--- config.mk ---
export PLATFORM = sky130hd
export DESIGN_NAME = gen_event_arbiter
export DESIGN_NICKNAME = d
export VERILOG_FILES = /design/src/rtl/gen_event_pkg.sv /design/src/rtl/rr_arbiter.sv /design/src/rtl/gen_event_arbiter.sv
export SDC_FILE = /design/constraint.sdc
export NUM_CORES = 2
export LEC_CHECK = 0
export ABC_CLOCK_PERIOD_IN_PS = 4800
export BUFFER_PORTS_ARGS = -buffer_cell sky130_fd_sc_hd__buf_4
export CAP_MARGIN = 20
export CORE_AREA = 2 2 334 336
export CTS_CLUSTER_DIAMETER = 40
export CTS_CLUSTER_SIZE = 20
export DETAILED_ROUTE_END_ITERATION = 10
export DIE_AREA = 0 0 336 338
export HOLD_SLACK_MARGIN = 0.1
export PLACE_DENSITY_LB_ADDON = 0.3
export SYNTH_ARGS = -nofsm -noshare
export SYNTH_HDL_FRONTEND = slang
export SYNTH_HIERARCHICAL = 1
export SYNTH_SLANG_ARGS = --single-unit
--- constraint.sdc ---
create_clock -name clock -period 4.8 [get_ports clock]
set_input_delay 0.24 -clock clock [delete_from_list [all_inputs] [get_ports clock]]
set_output_delay 0.24 -clock clock [all_outputs]
set_load 0.05 [all_outputs]
--- src/rtl/gen_event_pkg.sv ---
// Shared types and constants for the event-export arbiter.
// Slot fields are stored at full EVT_W width; narrower instances zero-extend on capture.
package gen_event_pkg;

    localparam int EVT_W = 64;

    // An event id of zero means "no parent".
    localparam logic [EVT_W-1:0] NO_PARENT = '0;

    typedef struct packed {
        logic [EVT_W-1:0] parent;
        logic [EVT_W-1:0] data;
        logic [EVT_W-1:0] cycle;
    } evt_slot_t;

endpackage

--- src/rtl/rr_arbiter.sv ---
// Round-robin picker: searches from the rr pointer upward with wraparound.
// The pointer moves past the winner only when the caller consumes the grant.
module rr_arbiter #(
    parameter int NUM_REQ = 4,
    parameter int SRC_W   = $clog2(NUM_REQ)
) (
    input  logic               clock,
    input  logic               reset_n,
    input  logic [NUM_REQ-1:0] req,
    input  logic               advance,
    output logic [NUM_REQ-1:0] grant,
    output logic [SRC_W-1:0]   grant_idx,
    output logic               any_grant
);

    logic [SRC_W-1:0] rr;
    logic [SRC_W:0]   sum;
    logic [SRC_W-1:0] cand;

    always_comb begin
        grant     = '0;
        grant_idx = '0;
        any_grant = 1'b0;
        sum       = '0;
        cand      = '0;
        for (int k = 0; k < NUM_REQ; k++) begin
            // Extra bit keeps rr+k from overflowing before the modulo fold.
            sum = {1'b0, rr} + (SRC_W+1)'(k);
            if (sum >= (SRC_W+1)'(NUM_REQ))
                sum = sum - (SRC_W+1)'(NUM_REQ);
            cand = sum[SRC_W-1:0];
            if (!any_grant && req[cand]) begin
                any_grant   = 1'b1;
                grant[cand] = 1'b1;
                grant_idx   = cand;
            end
        end
    end

    always_ff @(posedge clock or negedge reset_n) begin
        if (!reset_n) begin
            rr <= '0;
        end else if (advance && any_grant) begin
            rr <= (grant_idx == SRC_W'(NUM_REQ - 1)) ? '0 : grant_idx + 1'b1;
        end
    end

endmodule

--- src/rtl/gen_event_arbiter.sv ---
// Funnels NUM_REQ event sources into one registered export channel, stamping
// the acceptance cycle and assigning a monotonic id at grant.
module gen_event_arbiter
    import gen_event_pkg::*;
#(
    parameter int                NUM_REQ = 4,
    parameter int                DATA_W  = 64,
    parameter logic [DATA_W-1:0] ID_BASE = DATA_W'(1),
    parameter int                SRC_W   = $clog2(NUM_REQ)
) (
    input  logic                      clock,
    input  logic                      reset_n,
    input  logic                      enable,
    input  logic [NUM_REQ-1:0]        req_valid,
    output logic [NUM_REQ-1:0]        req_ready,
    input  logic [NUM_REQ*DATA_W-1:0] req_parent,
    input  logic [NUM_REQ*DATA_W-1:0] req_data,
    output logic                      out_valid,
    input  logic                      out_ready,
    output logic [DATA_W-1:0]         out_id,
    output logic [DATA_W-1:0]         out_parent,
    output logic [DATA_W-1:0]         out_cycle,
    output logic [DATA_W-1:0]         out_data,
    output logic [SRC_W-1:0]          out_src,
    output logic [DATA_W-1:0]         issued_count
);

    logic [DATA_W-1:0]             cycle_cnt;
    logic [DATA_W-1:0]             id_cnt;
    logic [NUM_REQ-1:0]            full_q;
    evt_slot_t [NUM_REQ-1:0]       slot_q;
    logic [NUM_REQ-1:0]            grant;
    logic [NUM_REQ-1:0]            pop;
    logic [NUM_REQ-1:0]            accept;
    logic [SRC_W-1:0]              grant_idx;
    logic                          any_grant;
    logic                          load;
    evt_slot_t                     win;

    assign load = !out_valid || out_ready;
    assign pop  = load ? grant : '0;

    // A slot being drained this cycle can take a new request in the same cycle.
    assign req_ready = reset_n ? ({NUM_REQ{enable}} & (~full_q | pop)) : '0;
    assign accept    = req_valid & req_ready;
    assign win       = slot_q[grant_idx];

    rr_arbiter #(
        .NUM_REQ (NUM_REQ),
        .SRC_W   (SRC_W)
    ) u_rr (
        .clock     (clock),
        .reset_n   (reset_n),
        .req       (full_q),
        .advance   (load),
        .grant     (grant),
        .grant_idx (grant_idx),
        .any_grant (any_grant)
    );

    always_ff @(posedge clock or negedge reset_n) begin
        if (!reset_n) begin
            cycle_cnt <= '0;
        end else begin
            cycle_cnt <= cycle_cnt + 1'b1;
        end
    end

    // Capture stamps the pre-increment cycle value seen at the accepting edge.
    always_ff @(posedge clock or negedge reset_n) begin
        if (!reset_n) begin
            full_q <= '0;
            slot_q <= '0;
        end else begin
            for (int i = 0; i < NUM_REQ; i++) begin
                if (accept[i]) begin
                    full_q[i]        <= 1'b1;
                    slot_q[i].parent <= EVT_W'(req_parent[i*DATA_W +: DATA_W]);
                    slot_q[i].data   <= EVT_W'(req_data[i*DATA_W +: DATA_W]);
                    slot_q[i].cycle  <= EVT_W'(cycle_cnt);
                end else if (pop[i]) begin
                    full_q[i] <= 1'b0;
                end
            end
        end
    end

    always_ff @(posedge clock or negedge reset_n) begin
        if (!reset_n) begin
            out_valid    <= 1'b0;
            out_id       <= '0;
            out_parent   <= NO_PARENT[DATA_W-1:0];
            out_cycle    <= '0;
            out_data     <= '0;
            out_src      <= '0;
            id_cnt       <= ID_BASE;
            issued_count <= '0;
        end else if (load) begin
            if (any_grant) begin
                out_valid    <= 1'b1;
                out_id       <= id_cnt;
                out_parent   <= win.parent[DATA_W-1:0];
                out_data     <= win.data[DATA_W-1:0];
                out_cycle    <= win.cycle[DATA_W-1:0];
                out_src      <= grant_idx;
                id_cnt       <= id_cnt + 1'b1;
                issued_count <= issued_count + 1'b1;
            end else begin
                out_valid <= 1'b0;
            end
        end
    end

endmodule

==> metrics <==
core area=110100 sq um; EDFF count, synth=0; Final Setup Violations=0; routed len/inst=23.50 um; Reg area=30660 sq um; fraction of synthesized area in multiplexers=0.2495; CP Capture Type=flop; R2R Path End=out_cycle[33]$_DFFE_PN0P_; # fillers=7760; die height=338 um; YS warnings=6; Async SR Flop Fraction=1.000; clock sink count=1225; startpoint class of the critical path=flop; CTS Buffer Depth=3; Critical Path Max Stage Delay=0.62 ns; CP max stage cell=dfrtp_1; Seq cells post-synth=1225; Synth Instances=3869; Setup Buffers After CTS=0; Starting Density=0.4748; Worst Setup SP=u_rr/rr[0]$_DFFE_PN0P_; via count=37525; clock tree from TritonCTS=done; fin. max-slew vios=0; FP Rows=122; total track usage=0.2847; max cap viols=0; Reg2Reg Depth=12; Clk Tree Root Cell=clkbuf_16; first-pass GRT wire length=244100 um; Worst-Margin Slew=1.106 ns; Die Footprint=113600 sq um; initial DRC count=2584; H-tree lvl count=4; largest family of logic cells by synthesized area=multiplexers; Comb power frac=0.381; # DRC=0; Netlist cell types=56; number of global-route vias before repair=39707; Synth top area share=0.5862; initial antenna violation count=35; area of the multi-input gates=20490 sq um; Net Count, Synth=4399; status=completed; XOR/XNOR share of the synthesized area=0.03151; largest net degree at the start of global routing=183; Crit Path Category=reg -> reg; TritonCTS Buffers=159; Reg clk slew, reported paths=0.07 ns; cell accounting for the most synthesized area=dfrtp_1; R2R Setup Slk=0.82 ns; Chip Width=336 um; gpl congestion=0.9041; Worst Hold Class=in -> async; Final period util=0.8283; Final Hold Fails=0; internal power=28.84 mW; crit path time final=3.976 ns; final WL=162200 um; Final WS setup=0.8243 ns; commonest non-fill, non-tap cell in the layout=dfrtp_1; Routed Antenna Nets=0; clock share of power=0.275; largest cells by area after synthesis=dfrtp_1 (59%), mux2_2 (17%), mux4_2 (8.3%), nand2_1 (6.1%), xnor2_1 (1.7%); LEAKAGE=34.29 nW; critical path arrival=4.63 ns; Ports=847; grt ovf=0; pre-CTS WS=0.7978 ns; adder-cell share of the synthesized area=0.002395; Synth Area in Simple Gates=0.1039; top_reg_cell synth=dfrtp_1; Fin Setup TNS=0 ns; crit path max fanout=14; sequential area share after synthesis=0.5867; Synth Area in Compound Gates=0.003592; Avg Inst Size Synth=13.50 sq um; WP data required=5.45 ns; Final #Nets=5776; highest-count cells in the layout ignoring fill and taps=dfrtp_1 (1224), buf_4 (881), nand2_1 (849); relative slew slack=0.2627; register share of total power=0.344; worst path cell trace=inv_1 -> ha_1 -> mux4_2 -> nand3_1 -> and3_4 -> mux2i_4 -> buf_12 -> buf_4 -> buf_4 -> mux4_2 -> nand2_1 -> nand2_1; Port-buffer cells=846; Clock Latency Late Sink=0.76 ns; synth-to-layout area growth=36.56%; FMAX=0.2515 GHz; share of layout cells above drive strength 1=0.4099; post-DP HPWL=103500 um; worst reg2reg startpoint=u_rr/rr[0]$_DFFE_PN0P_; Sw Share=0.3586; DR vias/cell=5.437; clock skew=0.03953 ns; Net Sw Power=16.12 mW; VDD IR max=522.0 uV; drt pass-1 iters=5; PwrDens=630.1 nW/um^2; Post-Syn Area=52250 sq um; RSZ-0062 raised after global routing=no
==> kinds of logic (layout without fill, tap and decap cells) <==
kind of cell | after synthesis | after routing
flip-flops | 1225 | 1225
AND/OR/NAND/NOR | 1208 | 1208
multiplexers | 965 | 965
buffers and inverters | 244 | 1754
XOR/XNOR | 188 | 188
AO/OA/AOI/OAI | 29 | 29
adder cells (fa/ha/maj) | 10 | 10
other | 0 | 35
==> power by group through the flow <==
| stage | Combinational [mW] | Clock [mW] | Sequential [mW] |
|---|---|---|---|
| final | 17.1 | 12.4 | 15.5 |
| after global routing | 18.2 | 13.0 | 15.7 |
| after floorplan | 9.90 | 0 | 16.7 |
| after CTS | 17.0 | 12.6 | 15.3 |
| after detailed placement | 16.6 | 0 | 15.4 |
| after global placement | 16.3 | 0 | 15.3 |
==> Yosys cell counts (all sizes together) (2+ instances only) <==
cell type / n
nor2b: 3
nand4: 71
nand3b: 2
and3: 21
mux2: 769
nor3b: 10
ha: 10
o21ai: 21
and2: 23
nand2: 856
or3: 4
nor4: 26
nor2: 59
mux2i: 3
or4: 4
clkbuf: 94
inv: 25
mux4: 193
nand3: 65
nor3: 34
and4: 25
dfrtp: 1224
a21oi: 4
buf: 125
xor2: 84
xnor2: 104
==> state kept, by name, summed over array words and instances (netlist names), 2 cells and up <==
signal        count
id_cnt           64
u_rr/rr           2
out_parent       64
out_id           64
out_data         64
out_cycle        64
cycle_cnt        64
full_q            4
out_src           2
slot_q          768
issued_count     64
==> what timing repair did <==
| item | in CTS | in global routing |
|---|---|---|
| hold buffers | 518 | 0 |
| gates resized for setup | 0 | 0 |
| hold endpoints to repair | 909 | 0 |
==> how the worst max path moves through the flow <==
stage,to,cells past startpoint
after floorplan,slot_q[121]$_DFFE_PN0P_,14
final,out_cycle[33]$_DFFE_PN0P_,12
after global routing,out_cycle[33]$_DFFE_PN0P_,12
after global placement,out_cycle[35]$_DFFE_PN0P_,12
after detailed placement,out_cycle[33]$_DFFE_PN0P_,12
after CTS,out_cycle[33]$_DFFE_PN0P_,12
==> metal layers <==
| metal | vias to the layer above | GRT usage | wire length [um] | part of all wire |
|---|---|---|---|---|
| met3 | 390 | 0.06819 | 11200 | 0.069 |
| met4 | 8 | 0.1398 | 7544 | 0.047 |
| met2 | 1406 | 0.4655 | 79160 | 0.49 |
| met5 | - | 0 | 54 | 0.00033 |
| met1 | 19398 | 0.3569 | 64240 | 0.40 |
| li1 | 16323 | - | - | - |
==> final cells by class <==
type,instances,area share
timing repair buffer,1435,0.1760
clock buffer,190,0.06101
clock inverter,104,0.01754
multi-input combinational,2400,0.2872
sequential,1225,0.4296
tap,1488,0.02609
antenna,35,0.001227
inverter,25,0.001315
==> stage by stage <==
step                  util  hold WS (ns)  instance area [sq um]  instances  total power, mW
finish              0.6483        0.1970                  71350       6902            44.96
global placement    0.5486        0.2257                  60380       6052            31.60
CTS                 0.6468        0.1820                  71180       6864            44.86
detailed placement  0.5486        0.2333                  60380       6052            32.01
global route        0.6482        0.1841                  71340       6897            46.98
floorplan                -      -0.05559                  52250       3869            26.59
==> worst max-delay path: cells and delay by family, from the launching register on <==
kind / cells / cell delay [ns]
adders and majority gates: 1 / 0.39
buffers and inverters: 4 / 0.96
and+or+nand+nor: 4 / 0.53
muxes: 3 / 1.35
DFF: 1 / 0.62
(Power assumes the default switching activity.)
